<file path="src/rtl/branch_controller.sv">
// branch_controller: ID-stage branch/jump control with load-use hazard stalls
// and resolved/taken branch statistics.
module branch_controller (
    input  logic        clk,
    input  logic        rst_n,
    input  logic [5:0]  IFIDinstr,
    input  logic [4:0]  IFIDrs,
    input  logic [4:0]  IFIDrt,
    input  logic        IDEXregWrite,
    input  logic        IDEXmemRead,
    input  logic [4:0]  IDEXrd,
    input  logic        EXMEMmemRead,
    input  logic [4:0]  EXMEMrd,
    input  logic        zero,
    output logic        stall,
    output logic        IFFlush,
    output logic        PCSrc,
    output logic        jump,
    output logic [15:0] branchCount,
    output logic [15:0] takenCount
);
    typedef enum logic [1:0] {IDLE, STALL, RESOLVE} state_t;

    state_t      state_q, state_d;
    logic [1:0]  cnt_q, cnt_d;
    logic [15:0] bc_q, bc_d, tc_q, tc_d;
    logic        is_beq, is_bne, is_branch, is_jump;
    logic        match_ex, match_mem, taken, hazard, decide;
    logic [1:0]  depth;

    assign is_beq    = IFIDinstr == 6'b000100;
    assign is_bne    = IFIDinstr == 6'b000101;
    assign is_jump   = IFIDinstr == 6'b000010;
    assign is_branch = is_beq || is_bne;
    // register $0 never creates a dependency
    assign match_ex  = (IFIDrs != 5'd0 && IFIDrs == IDEXrd) || (IFIDrt != 5'd0 && IFIDrt == IDEXrd);
    assign match_mem = (IFIDrs != 5'd0 && IFIDrs == EXMEMrd) || (IFIDrt != 5'd0 && IFIDrt == EXMEMrd);
    assign depth     = (IDEXmemRead && match_ex) ? 2'd2 :
                       ((IDEXregWrite && match_ex) || (EXMEMmemRead && match_mem)) ? 2'd1 : 2'd0;
    assign hazard    = state_q == IDLE && is_branch && depth != 2'd0;
    assign taken     = (is_beq && zero) || (is_bne && !zero);
    assign decide    = (state_q == IDLE && is_branch && depth == 2'd0) || state_q == RESOLVE;

    always_ff @(posedge clk or negedge rst_n) begin
        if (!rst_n) begin
            state_q <= IDLE;
            cnt_q   <= 2'd0;
            bc_q    <= 16'd0;
            tc_q    <= 16'd0;
        end else begin
            state_q <= state_d;
            cnt_q   <= cnt_d;
            bc_q    <= bc_d;
            tc_q    <= tc_d;
        end
    end

    always_comb begin
        state_d = state_q;
        cnt_d   = 2'd0;
        bc_d    = decide ? bc_q + 16'd1 : bc_q;
        tc_d    = (decide && taken) ? tc_q + 16'd1 : tc_q;
        case (state_q)
            IDLE: if (hazard) begin
                state_d = depth == 2'd2 ? STALL : RESOLVE;
                cnt_d   = depth - 2'd1;
            end
            STALL: begin
                state_d = RESOLVE;
                cnt_d   = cnt_q - 2'd1;
            end
            RESOLVE: state_d = IDLE;
            default: state_d = IDLE;
        endcase
    end

    // outputs are gated by rst_n so they clear asynchronously with the state
    always_comb begin
        stall       = rst_n && (hazard || state_q == STALL);
        jump        = rst_n && state_q == IDLE && is_jump;
        PCSrc       = rst_n && decide && taken;
        IFFlush     = rst_n && ((state_q == IDLE && is_jump) || (decide && taken));
        branchCount = bc_q;
        takenCount  = tc_q;
    end
endmodule

</file>
<file path="config.mk">
export PLATFORM = sky130hd
export DESIGN_NAME = branch_controller
export DESIGN_NICKNAME = d
export VERILOG_FILES = /design/src/rtl/branch_controller.sv
export SDC_FILE = /design/constraint.sdc
export NUM_CORES = 1
export LEC_CHECK = 0
export ABC_AREA = 1
export CORE_UTILIZATION = 30
export CTS_CLUSTER_DIAMETER = 30
export CTS_CLUSTER_SIZE = 28
export DETAILED_ROUTE_END_ITERATION = 6
export PLACE_DENSITY = 0.63
export SLEW_MARGIN = 20
export SYNTH_ARGS = -nofsm -noshare
export SYNTH_HDL_FRONTEND = slang
export SYNTH_SLANG_ARGS = --single-unit
</file>
<file path="constraint.sdc">
create_clock -name clk -period 1.96 [get_ports clk]
set_input_delay 0.49 -clock clk [delete_from_list [all_inputs] [get_ports clk]]
set_output_delay 0.49 -clock clk [all_outputs]
set_load 0.005 [all_outputs]
</file>
Yosys cells after proc, flatten, opt, wreduce, memory -nomap -nowiden --
Index checks and enable logic that the tools add are counted.
Word-level totals: bits in registers 34
Operators by class: add/sub/neg operators 2, eq/ne operators 11, muxes and demuxes 5, reductions and logical operators 34
Operator list (count):
- $add A16 B1 Y16 const B | 2
- $eq A5 B5 Y1 | 4
- $logic_and A1 B1 Y1 | 20
- $eq A6 B3 Y1 const B | 2
- $reduce_bool A5 Y1 | 2
- $logic_or A1 B1 Y1 | 8
- $eq A6 B2 Y1 const B | 1
- $mux W2 | 3
- $eq A2 B2 Y1 const B | 2
- $logic_not A2 Y1 | 2
- $pmux W2 S2 | 1
- $eq A2 B1 Y1 const B | 1
- $ne A2 B2 Y1 const B | 1
- $reduce_bool A2 Y1 | 1
- $logic_not A1 Y1 | 1
- $mux W1 | 1

Logic depth before layout (Yosys ltp) --
Gate-level depths: netlist of the first run.
depth after elaboration 13, mapped depth 14

Worst setup path before layout of the first run --
OpenSTA, ideal clock, no wires.
kind input to output, start point input port IFIDinstr[5], end point output port IFFlush, data arrival time 1.472 ns, path slack -0.002 ns, stages on the path 8, path buffers 1, cell sequence nor2_1 > nand3_1 > nor3_2 > nand3_2 > nand2_4 > buf_6 > nand3_1 > nand2_1
Between the ends: cells in the longest elaborated chain, start to end 8, elaborated cells on any way between the ends 14, those cells by class eq/ne (3); reduce/logical (11)
Ends and longest elaborated chain:
- start: declaration | RTL line 6 | input logic [5:0] IFIDinstr,
- $eq A6 B3 Y1 (on tied branches) | RTL line 31, 32
- $logic_or A1 B1 Y1 | RTL line 34 | assign is_branch = is_beq || is_bne;
- $logic_and A1 B1 Y1 (2 in series) | RTL line 42 | assign decide = (state_q == IDLE && is_branch && depth == 2'd0) || state_q == RESOLVE;
- $logic_or A1 B1 Y1 | RTL line 42
- $logic_and A1 B1 Y1 | RTL line 82 | IFFlush = rst_n && ((state_q == IDLE && is_jump) || (decide && taken));
- $logic_or A1 B1 Y1 (*) | RTL line 82
- $logic_and A1 B1 Y1 (*) | RTL line 82
- end: declaration | RTL line 16 | output logic IFFlush,
Every way passes the cells marked *; elsewhere a longest branch is shown, timed or not.

Final worst setup path of the first run --
start point input port IFIDrs[4], end point output port PCSrc
Between the ends: cells in the longest elaborated chain, start to end 12, elaborated cells on any way between the ends 18, those cells by class eq/ne (2); mux (2); reduce/logical (14)
Ends and longest elaborated chain:
- start: declaration | RTL line 7 | input logic [4:0] IFIDrs,
- $eq A5 B5 Y1 (tied with other cells) | RTL line 36 | assign match_ex = (IFIDrs != 5'd0 && IFIDrs == IDEXrd) || (IFIDrt != 5'd0 && IFIDrt == IDEXrd);
- $logic_and A1 B1 Y1 (on tied branches) | RTL line 36, 37
- $logic_or A1 B1 Y1 (on tied branches) | RTL line 36, 37
- $logic_and A1 B1 Y1 | RTL line 39 | ((IDEXregWrite && match_ex) || (EXMEMmemRead && match_mem)) ? 2'd1 : 2'd0;
- $logic_or A1 B1 Y1 | RTL line 39
- $mux W1 | RTL line 39
- $mux W2 (*) | RTL line 38 | assign depth = (IDEXmemRead && match_ex) ? 2'd2 :
- $logic_not A2 Y1 (*) | RTL line 42
- $logic_and A1 B1 Y1 (*) | RTL line 42
- $logic_or A1 B1 Y1 (*) | RTL line 42
- $logic_and A1 B1 Y1 (*) (2 in series) | RTL line 81 | PCSrc = rst_n && decide && taken;
- end: declaration | RTL line 17 | output logic PCSrc,
Marked as above.

==> tab_implementation.tex, run 1 <==
\begin{tabular}{lr}
\hline
Metric & Value \\
\hline
\multicolumn{2}{l}{\textbf{Yosys}} \\
\quad EDFF count, synth & 0 \\
\quad Synth unique cells & 28 \\
\quad Synthesized instance count & 338 \\
\quad FF+latch count, synth & 34 \\
\quad Net Count, Synth & $\sim$370 \\
\quad Library cell occupying the most area in the post-synthesis netlist & sky130\_fd\_sc\_hd\_\_dfrtp\_1 \\
\quad Asr flop ratio synth & 1.00 \\
\quad Count leader, synth & sky130\_fd\_sc\_hd\_\_nand2\_1 \\
\quad Yosys synthesis warning count & 0 \\
\quad Largest cells by area after synthesis & sky130\_fd\_sc\_hd\_\_dfrtp\_1 (35\%), sky130\_fd\_sc\_hd\_\_nand2\_1 (18\%), sky130\_fd\_sc\_hd\_\_xor2\_1 (10\%) \\
\quad Primary FF master, synth & sky130\_fd\_sc\_hd\_\_dfrtp\_1 \\
\quad Area share of the leading cell type in the synthesized netlist & 0.353 \\
\quad List of most frequent post-synthesis cells & sky130\_fd\_sc\_hd\_\_nand2\_1 (117), sky130\_fd\_sc\_hd\_\_nand3\_1 (36), sky130\_fd\_sc\_hd\_\_inv\_1 (35) \\
\quad Mean cell area of the mapped netlist & between 7 and 8 um\^{}2 \\
\quad Post-synthesis instance area & $\sim$2400 um\^{}2 \\
\quad Portion of the post-synthesis area used by sequential elements & 0.353 \\
\multicolumn{2}{l}{\textbf{CTS}} \\
\quad Count of hold buffers inserted by post-cts repair & 0 \\
\quad CTS tree & built \\
\quad CTS max path bufs & 2 \\
\quad Root Driver & sky130\_fd\_sc\_hd\_\_clkbuf\_8 \\
\quad Clock-pin slew on the worst setup and hold paths & 0.07 ns \\
\quad Htree depth & 2 \\
\quad CTS Buf Count & 5 \\
\quad Clock insertion delay at the later pin of the skew report & $\sim$0.29 ns \\
\quad \# clock sinks & 34 \\
\multicolumn{2}{l}{\textbf{Floorplanning}} \\
\quad DIE HEIGHT & 91.7 um \\
\quad Total I/O pin count & between 60 and 70 \\
\quad Die area & between 8000 and 9000 um\^{}2 \\
\quad Number of placement rows & 32 \\
\quad Initial standard-cell utilization of the core & 0.310 \\
\quad Die Span X & 91.7 um \\
\quad Placeable core region & a little under 8000 um\^{}2 \\
\multicolumn{2}{l}{\textbf{GRT}} \\
\quad Antenna violations before repair & 0 \\
\quad Remaining global-route overflow & 0 \\
\quad First-pass GRT wire length & between 10,000 and 15,000 um \\
\quad Via count of the first global-routing pass & 2,224 \\
\quad GRT Overall Usage & 0.148 \\
\quad Largest net degree at the start of global routing & 45 \\
\multicolumn{2}{l}{\textbf{Route}} \\
\quad First DRT Iteration DRCs & 97 \\
\quad Detailed-route via count & $\sim$2,400 \\
\quad Detailed-route DRC error count & 0 \\
\quad Average wire length per cell after detail routing & around 11 um \\
\quad Antenna violation net count after detailed routing & 0 \\
\quad DRT Wirelength & 5810 um \\
\quad Via density per instance & 4.56 \\
\quad Pre-antenna DRT Iters & 5 \\
\multicolumn{2}{l}{\textbf{STA}} \\
\quad Setup repair after global routing missed its margin & yes \\
\quad Share of the clock period used by the worst path after layout & 1.09 \\
\quad Final setup viols & 3 \\
\quad Highest clock rate & $\sim$470 MHz \\
\quad Transition time of the tightest slew-check pin & approximately 0.55 ns \\
\quad Slack of the critical path & -0.181 ns \\
\quad Final Hold Vio Count & 0 \\
\quad Worst-case clock skew & roughly 0.0065 ns \\
\quad Number of pins with negative max-slew slack in the final report & 0 \\
\quad Clock period minus final worst setup slack & roughly 2.1 ns \\
\quad Worst slew margin & 0.631 \\
\multicolumn{2}{l}{\textbf{Final layout}} \\
\quad Synthesis-to-finish area growth & 39.6\% \\
\quad Count of inserted antenna diode cells & 0 \\
\quad Share of post-route cells with drive strength above 1 & 0.201 \\
\quad Number of cells in the finished layout apart from fillers & about 520 \\
\quad Final nets & 450 \\
\multicolumn{2}{l}{\textbf{Critical path}} \\
\quad Startpoint type of the worst setup path & primary input \\
\quad Cell with the largest stage delay on the worst path & sky130\_fd\_sc\_hd\_\_xor2\_1 \\
\quad Required time reported for the critical path endpoint & between 1 and 1.5 ns \\
\quad Type of destination of the critical path & primary output \\
\quad Launching element of the worst setup path & IFIDrs[4] \\
\quad Worst flop-to-flop path startpoint & state\_q[0]\$\_DFFE\_PN0P\_ \\
\quad List of cells traversed by the critical path & buf\_2 > xor2\_1 > nor2\_2 > nand3\_2 > nand2\_2 > nand2\_2 > nand3\_4 > nand2\_4 > nand3\_4 > buf\_4 > inv\_2 > buf\_2 \\
\quad Data arrival time of the critical path & around 1.7 ns \\
\quad Critical Path Fanout Max & 3 \\
\quad Crit path kind & primary input to primary output \\
\quad Worst stage delay on the critical path & 0.17 ns \\
\multicolumn{2}{l}{\textbf{Power}} \\
\quad Pwr Density & about 480 nW/um\^{}2 \\
\quad Maximum vdd drop & between 0.2 and 0.3 mV \\
\quad Total leakage power & between 1.5 and 2 nW \\
\quad Overall power consumption & 1.63 mW \\
\multicolumn{2}{l}{\textbf{Placed design}} \\
\quad Final RePlAce weighted congestion & 0.784 \\
\quad Sum of net half-perimeters after detailed placement & $\sim$4200 um \\
\quad Number of I/O port buffers & 67 \\
\quad Post-Place Cells & between 500 and 600 \\
\multicolumn{2}{l}{\textbf{Run status}} \\
\quad Violations in the final reports & setup timing \\
\quad Result of the run & finished with violations \\
\multicolumn{2}{l}{\textbf{Worst hold path}} \\
\quad Hold Path Class & primary input to async pin \\
\multicolumn{2}{l}{\textbf{Run}} \\
\quad Maxcap violations & 0 \\
\hline
\end{tabular}
-- critical path, delay by kind of cell --
kind	cells	cell delay, ns
XOR/XNOR	1	0.17
buffers and inverters	4	0.37
AND/OR/NAND/NOR	7	0.62
-- metal layers --
layer  GRT usage  wire length (um)  up-vias
met5           0                 0        -
met4      0.0476                54        0
met3      0.0249               199        6
met2       0.245              2820       55
met1       0.195              2730     1088
li1            -                 -     1216
-- metrics by stage --
stage	area (um^2)	hold WS [ns]	utilization	setup TNS [ns]	setup slack [ns]
floorplan	2430	0.194	-	0	0.0135
global placement	3230	0.504	0.415	-22.39	-0.902
detailed placement	3230	0.509	0.415	-22.41	-0.904
CTS	3310	0.379	0.426	-0.410	-0.176
global route	3370	0.405	0.433	-3.21	-0.286
finish	3370	0.362	0.433	-0.457	-0.181
-- layout make-up --
class,instances,area [um^2]
sequential,34,851
timing repair buffer,78,668
multi-input combinational,261,1490
tap,102,128
fill,837,4400
inverter,36,135
clock inverter,1,5.00
clock buffer,7,86.3
-- path summary, 6_finish.rpt --
check,endpoint,slack (ns),depth (start not counted)
setup / recovery,PCSrc,-0.18,12
hold / removal,takenCount[8]$_DFFE_PN0P_,0.36,2
setup reg to reg,branchCount[6]$_DFFE_PN0P_,0.14,7
hold reg to reg,takenCount[15]$_DFFE_PN0P_,0.52,2
max in group asynchronous,takenCount[15]$_DFFE_PN0P_,1.28,2
min in group clk,takenCount[15]$_DFFE_PN0P_,0.52,2
-- layout by cell type, fill, tap and decap left out, types with 2 or more instances in the layout --
cell type	netlist	routed
sky130_fd_sc_hd__nand2_2	2	4
sky130_fd_sc_hd__nand3_1	36	30
sky130_fd_sc_hd__xor2_1	28	27
sky130_fd_sc_hd__buf_8	0	2
sky130_fd_sc_hd__nor4_1	4	4
sky130_fd_sc_hd__nand3_4	0	2
sky130_fd_sc_hd__o21ai_1	7	7
sky130_fd_sc_hd__nand2_4	2	3
sky130_fd_sc_hd__dlygate4sd2_1	0	5
sky130_fd_sc_hd__nor2_2	2	8
sky130_fd_sc_hd__clkbuf_8	0	6
sky130_fd_sc_hd__buf_2	1	20
sky130_fd_sc_hd__clkdlybuf4s50_1	0	34
sky130_fd_sc_hd__buf_6	3	7
sky130_fd_sc_hd__nor3_2	3	2
sky130_fd_sc_hd__nor2_1	26	18
sky130_fd_sc_hd__nand4_1	3	3
sky130_fd_sc_hd__ha_1	2	2
sky130_fd_sc_hd__nand2_1	117	114
sky130_fd_sc_hd__buf_4	2	10
sky130_fd_sc_hd__nand3_2	2	6
sky130_fd_sc_hd__xnor2_2	0	3
sky130_fd_sc_hd__dfrtp_1	34	34
sky130_fd_sc_hd__xnor2_1	13	10
sky130_fd_sc_hd__inv_1	35	33
sky130_fd_sc_hd__nor2_4	0	2
sky130_fd_sc_hd__nor3_1	7	7
sky130_fd_sc_hd__inv_2	1	3
-- sequential cells by signal, summed over array words and instances (netlist names) --
| register | count |
|---|---|
| state_q | 2 |
| takenCount | 16 |
| branchCount | 16 |
-- where the power goes --
group / switching [mW] / internal [mW]
clock network: 0.259 / 0.283
logic: 0.155 / 0.160
registers: 0.0393 / 0.731
-- kinds of logic (layout without fill, tap and decap cells) --
kind of cell	count (synthesis)	count (layout)	synth area share
simple gates	209	209	0.389
fa+ha+maj	2	2	0.0104
flops	34	34	0.353
buf+inv	43	122	0.0799
xor+xnor	41	41	0.149
compound gates	9	9	0.0187
-- repair_timing --
action                                  CTS  global route
buffers inserted                          4             0
gates resized for setup                 142            15
endpoints found under the setup margin   36            27
pin swaps                                40            18
Power figures use the tool's default switching activity.
==> inputs of run 2 (changes only) <==
==> constraint.sdc (replaced) <==
create_clock -name clk -period 1.96 [get_ports clk]
set_input_delay 0.392 -clock clk [delete_from_list [all_inputs] [get_ports clk]]
set_output_delay 0.392 -clock clk [all_outputs]
set_load 0.005 [all_outputs]
==> run 2 against run 1 <==
  * The run now ends clean
  * Critical path depth increased by 2
  * Clock power increased by 15%
  * Combinational power decreased by 4%
  * Register-to-register slack improved by 0.12 ns
  * Via count decreased by 0.89%
  * Setup slack improved by 0.18 ns
  * Design area decreased by 0.22%
  * Sequential power about the same
  * Die area unchanged
  * Largest cell class unchanged
==> tab_implementation.tex, run 2 (same netlist as run 1, synthesis figures left out) <==
\begin{tabular}{lr}
\hline
Metric & Value \\
\hline
\multicolumn{2}{l}{\textbf{Run status}} \\
\quad Result of the run & finished clean (was finished with violations) \\
\multicolumn{2}{l}{\textbf{Final layout}} \\
\quad Register area & 852 um\^{}2 (was 851 um\^{}2) \\
\quad Final nets & 450 (unchanged) \\
\quad Share of post-route cells with drive strength above 1 & 0.182 (was 0.201) \\
\quad Count of inserted antenna diode cells & 0 (unchanged) \\
\quad Most common cell after layout, fill and taps aside & sky130\_fd\_sc\_hd\_\_nand2\_1 (unchanged) \\
\quad Final core utilization & 0.433 (about the same) \\
\quad Synthesis-to-finish area growth & 39.3\% (was 39.6\%) \\
\quad Most used cells in the layout excluding fill and tap cells & sky130\_fd\_sc\_hd\_\_nand2\_1 (116), sky130\_fd\_sc\_hd\_\_clkdlybuf4s50\_1 (35), sky130\_fd\_sc\_hd\_\_inv\_1 (33), sky130\_fd\_sc\_hd\_\_dfrtp\_1 (33), sky130\_fd\_sc\_hd\_\_nand3\_1 (31) (was sky130\_fd\_sc\_hd\_\_nand2\_1 (114), sky130\_fd\_sc\_hd\_\_dfrtp\_1 (34), sky130\_fd\_sc\_hd\_\_clkdlybuf4s50\_1 (34)) \\
\quad Filler Cells Inserted & 797 (was 837) \\
\quad Multi-input gate area & 1450 um\^{}2 (was 1490 um\^{}2) \\
\multicolumn{2}{l}{\textbf{CTS}} \\
\quad Count of hold buffers inserted by post-cts repair & 0 (unchanged) \\
\quad Root Driver & sky130\_fd\_sc\_hd\_\_clkbuf\_8 (unchanged) \\
\quad CTS Buf Count & 5 (unchanged) \\
\quad CTS max path bufs & 2 (unchanged) \\
\quad Clock-pin slew on the worst setup and hold paths & 0.07 ns (about the same) \\
\quad Clock insertion delay at the later pin of the skew report & 0.29 ns (about the same) \\
\quad \# clock sinks & 34 (unchanged) \\
\quad Htree depth & 2 (unchanged) \\
\quad CTS tree & built (unchanged) \\
\multicolumn{2}{l}{\textbf{Placed design}} \\
\quad Sum of net half-perimeters after detailed placement & 4130 um (was 4210 um) \\
\quad Final RePlAce weighted congestion & 0.799 (was 0.784) \\
\quad Number of I/O port buffers & 67 (unchanged) \\
\multicolumn{2}{l}{\textbf{GRT}} \\
\quad Antenna violations before repair & 0 (unchanged) \\
\quad Largest net degree at the start of global routing & 45 (unchanged) \\
\quad First-pass GRT wire length & 9860 um (was 10,100 um) \\
\quad GRT Overall Usage & 0.144 (was 0.148) \\
\quad Via count of the first global-routing pass & 2,195 (was 2,224) \\
\quad Remaining global-route overflow & 0 (unchanged) \\
\multicolumn{2}{l}{\textbf{Critical path}} \\
\quad Launching element of the worst setup path & IFIDrt[3] (was IFIDrs[4]) \\
\quad Worst-case register-to-register setup slack & 0.26 ns (was 0.14 ns) \\
\quad Worst flop-to-flop path startpoint & state\_q[1]\$\_DFFE\_PN0P\_ (was state\_q[0]\$\_DFFE\_PN0P\_) \\
\quad Reg2Reg Capture Point & branchCount[6]\$\_DFFE\_PN0P\_ (unchanged) \\
\quad Crit path kind & primary input to primary output (unchanged) \\
\quad Worst setup endpoint & IFFlush (was PCSrc) \\
\quad Critical Path Fanout Max & 4 (was 3) \\
\quad Startpoint type of the worst setup path & primary input (unchanged) \\
\quad Data arrival time of the critical path & 1.57 ns (was 1.65 ns) \\
\quad Count of cells along the worst register-to-register path & 7 (unchanged) \\
\quad Type of destination of the critical path & primary output (unchanged) \\
\quad Required time reported for the critical path endpoint & 1.57 ns (was 1.47 ns) \\
\multicolumn{2}{l}{\textbf{Power}} \\
\quad Maximum vdd drop & 0.254 mV (was 0.257 mV) \\
\quad Portion of total power attributed to sequential cells & 0.453 (was 0.473) \\
\quad Pwr Density & 504 nW/um\^{}2 (was 483 nW/um\^{}2) \\
\quad Total leakage power & 1.63 nW (about the same) \\
\quad Total net switching power & 451 uW (was 453 uW) \\
\quad Portion of total power attributed to the clock network & 0.367 (was 0.333) \\
\quad Internal power of the cells & 1.24 mW (was 1.17 mW) \\
\quad Fraction of power spent switching nets & 0.266 (was 0.278) \\
\quad Proportion of power drawn by combinational gates & 0.179 (was 0.194) \\
\multicolumn{2}{l}{\textbf{STA}} \\
\quad Final setup viols & 0 (was 3) \\
\quad Transition time of the tightest slew-check pin & 0.533 ns (was 0.549 ns) \\
\quad Share of the clock period used by the worst path after layout & 0.999 (was 1.09) \\
\quad Worst-case clock skew & 0.00417 ns (was 0.00651 ns) \\
\quad Number of pins with negative max-slew slack in the final report & 0 (unchanged) \\
\quad Clock period minus final worst setup slack & 1.96 ns (was 2.14 ns) \\
\quad Final Hold Vio Count & 0 (unchanged) \\
\quad Setup repair after global routing missed its margin & yes (unchanged) \\
\quad Worst slew margin & 0.641 (was 0.631) \\
\quad Highest clock rate & 511 MHz (was 467 MHz) \\
\quad Hold slack & 0.264 ns (was 0.362 ns) \\
\multicolumn{2}{l}{\textbf{Route}} \\
\quad Via density per instance & 4.52 (was 4.56) \\
\quad Detailed-route via count & 2,344 (was 2,365) \\
\quad Pre-antenna DRT Iters & 4 (was 5) \\
\quad Antenna violation net count after detailed routing & 0 (unchanged) \\
\quad Average wire length per cell after detail routing & 11.1 um (was 11.2 um) \\
\quad Detailed-route DRC error count & 0 (unchanged) \\
\quad DRT Wirelength & 5770 um (was 5810 um) \\
\quad First DRT Iteration DRCs & 80 (was 97) \\
\multicolumn{2}{l}{\textbf{Worst hold path}} \\
\quad Hold Path Class & primary input to async pin (unchanged) \\
\multicolumn{2}{l}{\textbf{Floorplanning}} \\
\quad DIE HEIGHT & 91.7 um (unchanged) \\
\quad Die Span X & 91.7 um (unchanged) \\
\quad Initial standard-cell utilization of the core & 0.310 (unchanged) \\
\quad Total I/O pin count & 68 (unchanged) \\
\quad Number of placement rows & 32 (unchanged) \\
\quad Die area & 8400 um\^{}2 (unchanged) \\
\quad Placeable core region & 7770 um\^{}2 (unchanged) \\
\multicolumn{2}{l}{\textbf{Run}} \\
\quad Maxcap violations & 0 (unchanged) \\
\hline
\end{tabular}
[run 2: cell type report]
type | instances | share of cell area
clock buffer | 8 | 0.0328
inverter | 36 | 0.0402
multi-input combinational | 261 | 0.432
sequential | 34 | 0.254
tap | 102 | 0.0380
timing repair buffer | 78 | 0.203
[run 2: per-layer routing]
| layer | vias up | routed length, um | track usage |
|---|---|---|---|
| met5 | - | 0 | 0 |
| li1 | 1214 | - | - |
| met4 | 0 | 74 | 0.0437 |
| met2 | 54 | 2740 | 0.239 |
| met1 | 1070 | 2730 | 0.191 |
| met3 | 6 | 217 | 0.0265 |
[run 2: worst min path at each step]
stage	end	slack, ns
finish	takenCount[7]$_DFFE_PN0P_	0.26
global route	branchCount[12]$_DFFE_PN0P_	0.32
CTS	branchCount[8]$_DFFE_PN0P_	0.27
detailed placement	branchCount[15]$_DFFE_PN0P_	0.52
global placement	branchCount[15]$_DFFE_PN0P_	0.50
floorplan	branchCount[0]$_DFFE_PN0P_	0.1
[run 2: critical path: stages]
cell	delay [ns]
sky130_fd_sc_hd__buf_2	0.13
sky130_fd_sc_hd__nor2_2	0.12
sky130_fd_sc_hd__nand3_2	0.09
sky130_fd_sc_hd__nand2_1	0.07
sky130_fd_sc_hd__inv_1	0.04
sky130_fd_sc_hd__nand3_2	0.07
sky130_fd_sc_hd__nand2_2	0.07
sky130_fd_sc_hd__nand2_4	0.07
sky130_fd_sc_hd__nand3_4	0.08
sky130_fd_sc_hd__nand2_4	0.09
sky130_fd_sc_hd__nand3_4	0.09
sky130_fd_sc_hd__buf_6	0.13
sky130_fd_sc_hd__nand2_1	0.04
sky130_fd_sc_hd__buf_2	0.10
[run 2: through the flow]
stage / setup slack [ns] / setup TNS, ns / cells / power, mW / cell area, um^2
global route: -0.115 / -0.304 / 519 / 1.79 / 3360
floorplan: 0.194 / 0 / 338 / 0.901 / 2410
finish: 0.00228 / 0 / 519 / 1.69 / 3360
detailed placement: -0.702 / -17.55 / 506 / 1.09 / 3190
CTS: -0.0806 / -0.0806 / 517 / 1.70 / 3310
global placement: -0.705 / -17.34 / 506 / 1.08 / 3190
[run 2: timing repair]
action / CTS / global route
resized for setup: 80 / 56
gates cloned: 0 / 0
setup buffers: 3 / 2
pin swaps: 20 / 31
setup endpoints to repair: 34 / 26
[run 2: power groups by stage]
stage | Combinational (mW) | Clock, mW | Sequential (mW)
2_1_floorplan | 0.124 | 0 | 0.776
3_3_place_gp | 0.301 | 0 | 0.780
4_1_cts | 0.292 | 0.643 | 0.768
3_5_place_dp | 0.303 | 0 | 0.782
5_1_grt | 0.340 | 0.678 | 0.775
6_report | 0.304 | 0.622 | 0.768
